<file path="src/rtl/spi_dac_receiver.sv">
// spi_dac_receiver: DAC-side SPI responder for the MCP4921 link.
// Oversamples dac_cs/dac_sck/dac_sdi on sysclk and shifts in MSB-first
// frames. When chip select rises, a frame of exactly FRAME_BITS bits
// publishes ctrl/dac_code with a one-cycle data_valid pulse. A frame of
// any other length raises a one-cycle frame_err pulse instead.
// Ports:
//   sysclk, rst_n        system clock, async active-low reset
//   dac_cs/sck/sdi       SPI bus, asynchronous to sysclk
//   ctrl[3:0]            frame bits [15:12] {A/B, BUF, GA_n, SHDN_n}
//   dac_code[11:0]       frame bits [11:0]
//   data_valid           one-cycle pulse when ctrl/dac_code update
//   frame_err            one-cycle pulse on a wrong-length frame
//   busy                 high while a frame is being shifted in
//   frame_count[15:0]    good frames received, wraps
module spi_dac_receiver #(
  parameter int unsigned FRAME_BITS  = 16,
  parameter int unsigned SYNC_STAGES = 2
) (
  input  logic        sysclk,
  input  logic        rst_n,
  input  logic        dac_cs,
  input  logic        dac_sck,
  input  logic        dac_sdi,
  output logic [3:0]  ctrl,
  output logic [11:0] dac_code,
  output logic        data_valid,
  output logic        frame_err,
  output logic        busy,
  output logic [15:0] frame_count
);

  localparam int unsigned CNT_W = $clog2(FRAME_BITS + 2);
  localparam logic [CNT_W-1:0] CNT_FULL = CNT_W'(FRAME_BITS);
  localparam logic [CNT_W-1:0] CNT_MAX  = CNT_W'(FRAME_BITS + 1);

  typedef enum logic [1:0] {
    ST_IDLE  = 2'd0,
    ST_SHIFT = 2'd1,
    ST_DONE  = 2'd2
  } state_e;

  // Synchronisers plus one extra delayed copy of cs and sck for edge detection
  logic [SYNC_STAGES-1:0] cs_sync_q, cs_sync_d;
  logic [SYNC_STAGES-1:0] sck_sync_q, sck_sync_d;
  logic [SYNC_STAGES-1:0] sdi_sync_q, sdi_sync_d;
  logic                   cs_dly_q, cs_dly_d;
  logic                   sck_dly_q, sck_dly_d;

  state_e                 state_q, state_d;
  logic [FRAME_BITS-1:0]  shift_q, shift_d;
  logic [CNT_W-1:0]       cnt_q, cnt_d;
  logic [3:0]             ctrl_q, ctrl_d;
  logic [11:0]            code_q, code_d;
  logic                   valid_q, valid_d;
  logic                   err_q, err_d;
  logic                   busy_q, busy_d;
  logic [15:0]            fcount_q, fcount_d;

  logic cs_s, sck_s, sdi_s;
  logic cs_rise_c, cs_fall_c, sck_rise_c;

  assign cs_s  = cs_sync_q[SYNC_STAGES-1];
  assign sck_s = sck_sync_q[SYNC_STAGES-1];
  assign sdi_s = sdi_sync_q[SYNC_STAGES-1];

  assign cs_rise_c  = cs_s & ~cs_dly_q;
  assign cs_fall_c  = ~cs_s & cs_dly_q;
  assign sck_rise_c = sck_s & ~sck_dly_q;

  // Synchroniser shift paths
  always_comb begin
    cs_sync_d  = {cs_sync_q[SYNC_STAGES-2:0], dac_cs};
    sck_sync_d = {sck_sync_q[SYNC_STAGES-2:0], dac_sck};
    sdi_sync_d = {sdi_sync_q[SYNC_STAGES-2:0], dac_sdi};
    cs_dly_d   = cs_s;
    sck_dly_d  = sck_s;
  end

  // Frame FSM and output update logic
  always_comb begin
    state_d  = state_q;
    shift_d  = shift_q;
    cnt_d    = cnt_q;
    ctrl_d   = ctrl_q;
    code_d   = code_q;
    valid_d  = 1'b0;
    err_d    = 1'b0;
    busy_d   = busy_q;
    fcount_d = fcount_q;

    unique case (state_q)
      ST_IDLE: begin
        if (cs_fall_c) begin
          state_d = ST_SHIFT;
          shift_d = '0;
          cnt_d   = '0;
          busy_d  = 1'b1;
        end
      end
      ST_SHIFT: begin
        // cs rising takes priority over a coincident sck rising edge
        if (cs_rise_c) begin
          state_d = ST_DONE;
          busy_d  = 1'b0;
        end else if (sck_rise_c) begin
          shift_d = {shift_q[FRAME_BITS-2:0], sdi_s};
          if (cnt_q != CNT_MAX) begin
            cnt_d = cnt_q + CNT_W'(1);
          end
        end
      end
      ST_DONE: begin
        if (cnt_q == CNT_FULL) begin
          ctrl_d   = shift_q[FRAME_BITS-1 -: 4];
          code_d   = shift_q[11:0];
          valid_d  = 1'b1;
          fcount_d = fcount_q + 16'd1;
        end else begin
          err_d = 1'b1;
        end
        // A new frame may already be starting; do not lose its cs edge
        if (cs_fall_c) begin
          state_d = ST_SHIFT;
          shift_d = '0;
          cnt_d   = '0;
          busy_d  = 1'b1;
        end else begin
          state_d = ST_IDLE;
        end
      end
      default: begin
        state_d = ST_IDLE;
        busy_d  = 1'b0;
      end
    endcase
  end

  // State and output registers; synchronisers reset to the idle bus
  always_ff @(posedge sysclk or negedge rst_n) begin
    if (!rst_n) begin
      cs_sync_q  <= '1;
      sck_sync_q <= '0;
      sdi_sync_q <= '0;
      cs_dly_q   <= 1'b1;
      sck_dly_q  <= 1'b0;
      state_q    <= ST_IDLE;
      shift_q    <= '0;
      cnt_q      <= '0;
      ctrl_q     <= '0;
      code_q     <= '0;
      valid_q    <= 1'b0;
      err_q      <= 1'b0;
      busy_q     <= 1'b0;
      fcount_q   <= '0;
    end else begin
      cs_sync_q  <= cs_sync_d;
      sck_sync_q <= sck_sync_d;
      sdi_sync_q <= sdi_sync_d;
      cs_dly_q   <= cs_dly_d;
      sck_dly_q  <= sck_dly_d;
      state_q    <= state_d;
      shift_q    <= shift_d;
      cnt_q      <= cnt_d;
      ctrl_q     <= ctrl_d;
      code_q     <= code_d;
      valid_q    <= valid_d;
      err_q      <= err_d;
      busy_q     <= busy_d;
      fcount_q   <= fcount_d;
    end
  end

  assign ctrl        = ctrl_q;
  assign dac_code    = code_q;
  assign data_valid  = valid_q;
  assign frame_err   = err_q;
  assign busy        = busy_q;
  assign frame_count = fcount_q;

endmodule

</file>
<file path="config.mk">
export PLATFORM = sky130hd
export DESIGN_NAME = spi_dac_receiver
export DESIGN_NICKNAME = d
export VERILOG_FILES = /design/src/rtl/spi_dac_receiver.sv
export SDC_FILE = /design/constraint.sdc
export NUM_CORES = 1
export LEC_CHECK = 0
export ABC_CLOCK_PERIOD_IN_PS = 2150
export BUFFER_PORTS_ARGS = -buffer_cell sky130_fd_sc_hd__buf_2
export CAP_MARGIN = 40
export CORE_ASPECT_RATIO = 1.2
export CORE_MARGIN = 5
export CORE_UTILIZATION = 45
export DETAILED_ROUTE_END_ITERATION = 8
export PLACE_DENSITY_LB_ADDON = 0.2
export REMOVE_ABC_BUFFERS = 1
export SLEW_MARGIN = 20
export SYNTH_ARGS = -nofsm -noshare
export SYNTH_HDL_FRONTEND = slang
export SYNTH_SLANG_ARGS = --single-unit
</file>
<file path="constraint.sdc">
create_clock -name sysclk -period 2.15 [get_ports sysclk]
set_input_delay 0.43 -clock sysclk [delete_from_list [all_inputs] [get_ports sysclk]]
set_output_delay 0.43 -clock sysclk [all_outputs]
set_load 0.005 [all_outputs]
</file>
==> results by group <==
Drt
  • Iter 0 DRT Violations: just over 60
  • Final WL: roughly 5000 µm
  • DR top layer: met4
  • # DRC: 0
  • Vias: approximately 1,900
  • Met1 WL: about 2300 µm
  • Post-DRT Antenna Nets: 0
  • DR WL/cell: 13.3 µm
  • Met3 routed WL: 294 µm
  • Met2 WL: roughly 2200 µm
  • DR pass1 iterations: 4
  • Vias per cell: approximately 5.1

Global route
  • First-pass GRT wire length: about 8400 µm
  • Initial antenna violation count: 0
  • Largest net degree at the start of global routing: 67
  • Vias in the first global route: about 1,800
  • GR Overflow Total: 0
  • Tot GR Track Use: between 10 and 15%

Logic synthesis
  • Post-synthesis async set-or-reset flop share: 100%
  • Synth top area cells: dfrtp_1 (59%), nand2_1 (8.1%), a22o_1 (6.2%)
  • Synthesized area per cell: around 11 µm²
  • Synth cell count leaders: dfrtp_1 (63), nand2_1 (58), a22o_1 (19)
  • Synthesized area: 0.00269 mm²
  • Synthesized flop and latch total: 66
  • Top-count cell post-synth: dfrtp_1
  • Yosys warns: 0
  • Number of synthesized flops with an enable pin: 0
  • Unique masters post-synth: just over 40
  • Share of the synthesized area in the top cell type: about three fifths
  • Largest area contributor in the netlist: dfrtp_1
  • Post-Syn Instances: 235
  • Main flop type after synthesis: dfrtp_1
  • Sequential area share after synthesis: 61.5%

Critical path
  • Worst path bufs/invs: 1
  • Crit end category: register
  • Critical path arrival: 2030 ps
  • Delay-heaviest family, CP: simple AND/OR/NAND/NOR gates
  • Crit path cell chain: inv_1, ha_1, and4bb_1, nand4_4, nor4_2, xor2_1
  • Max stage delay on crit path: 450 ps
  • Critical-path top delay cell: dfrtp_1
  • Startpoint types: register
  • CP max FO: 9
  • CP required: 2410 ps
  • Critical path class: reg2reg

Run status
  • Run status: complete, no violations

Timing
  • Worst setup margin: 381 ps
  • Tightest Pin Transition: a little over 700 ps
  • Relative slew slack: just over 50%
  • RSZ-0062 raised after global routing: false
  • Clock Skew: about 4.2 ps
  • Final min period: about 1800 ps
  • Slew Viols, Final: 0
  • Final Setup Violations: 0
  • Setup TNS: 0 ps
  • Hold Slack: about 110 ps
  • Max frequency: approximately 570 MHz
  • Fin crit share: between 80 and 90%
  • Fin. Hold Viols: 0

Clock network
  • CTS Sinks: between 60 and 70
  • CTS tree: built
  • Worst skew pair latency: ~330 ps
  • CTS root buf: clkbuf_8
  • Clk buf depth: 2
  • CTS buffer count: 9
  • Post-CTS Hold Buffers: 0
  • Reg clk slew, reported paths: around 70 ps
  • # H-tree levels: 3
  • Post-cts sizing count: 0
  • Setup Buffers After CTS: 0

Die
  • Die area: 0.00763 mm²
  • Site row count: 30
  • Die X: between 80 and 90 µm
  • Initial Util: between 40% and 50%
  • Core footprint: between 0.005 and 0.006 mm²
  • Die Ht: about 95 µm
  • IO Pins: 40

Place
  • Setup WS pre-CTS: roughly 380 ps
  • DP HPWL: roughly 3200 µm
  • GP Congestion: 0.849
  • I/O Buffers: 39

Final layout
  • Final core utilization: 55.5%
  • Share of cells above drive strength 1: 23.7%
  • Area Growth Syn to Fin: 18.5%
  • Register Area: 0.00166 mm²
  • Filler instances: 530
  • Ant diodes: 0
  • Final net count: 291
  • Multi-input logic area: about 960 µm²

Power
  • Peak VDD IR: roughly 0.47 mV
  • P per Cell Area: about 830 mW/mm²
  • Power, Total: roughly 2600 µW
  • Total leakage power: 0.00170 µW

Min path
  • Worst Hold Class: in2async

Job
  • Max cap viols: 0
==> state kept, by name, summed over array words and instances, names as in the netlist <==
signal / count
frame_err: 1
data_valid: 1
shift_q: 16
cs_dly_q: 1
busy: 1
cnt_q: 5
frame_count: 16
dac_code: 12
state_q: 2
sck_dly_q: 1
sck_sync_q: 2
ctrl: 4
cs_sync_q: 2
sdi_sync_q: 2
==> layer usage <==
metal  global-route usage, %  vias up
li1                        -      893
met3                    3.44        9
met1                    19.8      905
met4                    8.59        0
met5                       0        -
met2                    20.5       51
==> final cells by class <==
cell class,instances,share of cell area [%]
clock inverter,2,1.10
sequential,66,51.9
inverter,10,1.18
clock buffer,14,5.10
tap,80,3.14
multi-input combinational,152,30.1
timing repair buffer,43,7.46
==> cell usage in the layout (no fill, tap or decap), drive strengths merged, types with 2 or more instances in the layout <==
| cell | n |
|---|---|
| clkbuf | 14 |
| and4bb | 3 |
| nand3 | 5 |
| o22ai | 2 |
| a22o | 19 |
| dfstp | 3 |
| buf | 43 |
| nor2 | 9 |
| ha | 4 |
| nand4 | 5 |
| nand2 | 59 |
| a21oi | 3 |
| xor2 | 5 |
| nor2b | 2 |
| o21ai | 6 |
| and4 | 2 |
| inv | 10 |
| nor3 | 2 |
| nand2b | 4 |
| dfrtp | 63 |
| xnor2 | 10 |
==> power by group <==
part	total, µW	switching (µW)	internal, µW
logic	231	122	109
registers	1370	74.8	1300
clock network	1030	436	599
total	2640	632	2010
==> logic make-up after synthesis <==
kind of cell,Yosys count,share of synthesized area (%)
simple gates,99,19.0
flops,66,61.5
buf+inv,17,2.84
mux,1,0.418
xor+xnor,15,4.88
fa+ha+maj,5,2.28
compound gates,32,9.07
==> stage by stage <==
stage | instance area, µm² | instances
finish | 3190 | 367
detailed placement | 2990 | 351
floorplan | 2650 | 228
global placement | 2990 | 351
global route | 3190 | 367
CTS | 3190 | 367
==> path summary, 6_finish.rpt <==
check,to,from,slack (ps),depth (start not counted)
worst max-delay path,frame_count[15]$_DFFE_PN0P_,cnt_q[0]$_DFFE_PN0P_,380,6
worst min-delay path,frame_count[3]$_DFFE_PN0P_,rst_n,110,2
worst max register to register,frame_count[15]$_DFFE_PN0P_,cnt_q[0]$_DFFE_PN0P_,380,6
worst min register to register,sck_sync_q[1]$_DFF_PN0_,sck_sync_q[0]$_DFF_PN0_,350,0
max in group asynchronous,cs_sync_q[0]$_DFF_PN1_,rst_n,1730,2
min in group sysclk,cs_sync_q[0]$_DFF_PN1_,dac_cs,200,1
==> worst register-to-register path, cell delays in order, from the launching register on <==
cell and delay [ps]:
dfrtp_1 450, inv_1 80, ha_1 130, and4bb_1 410, nand4_4 190, nor4_2 270
xor2_1 170
(Power assumes the default switching activity.)
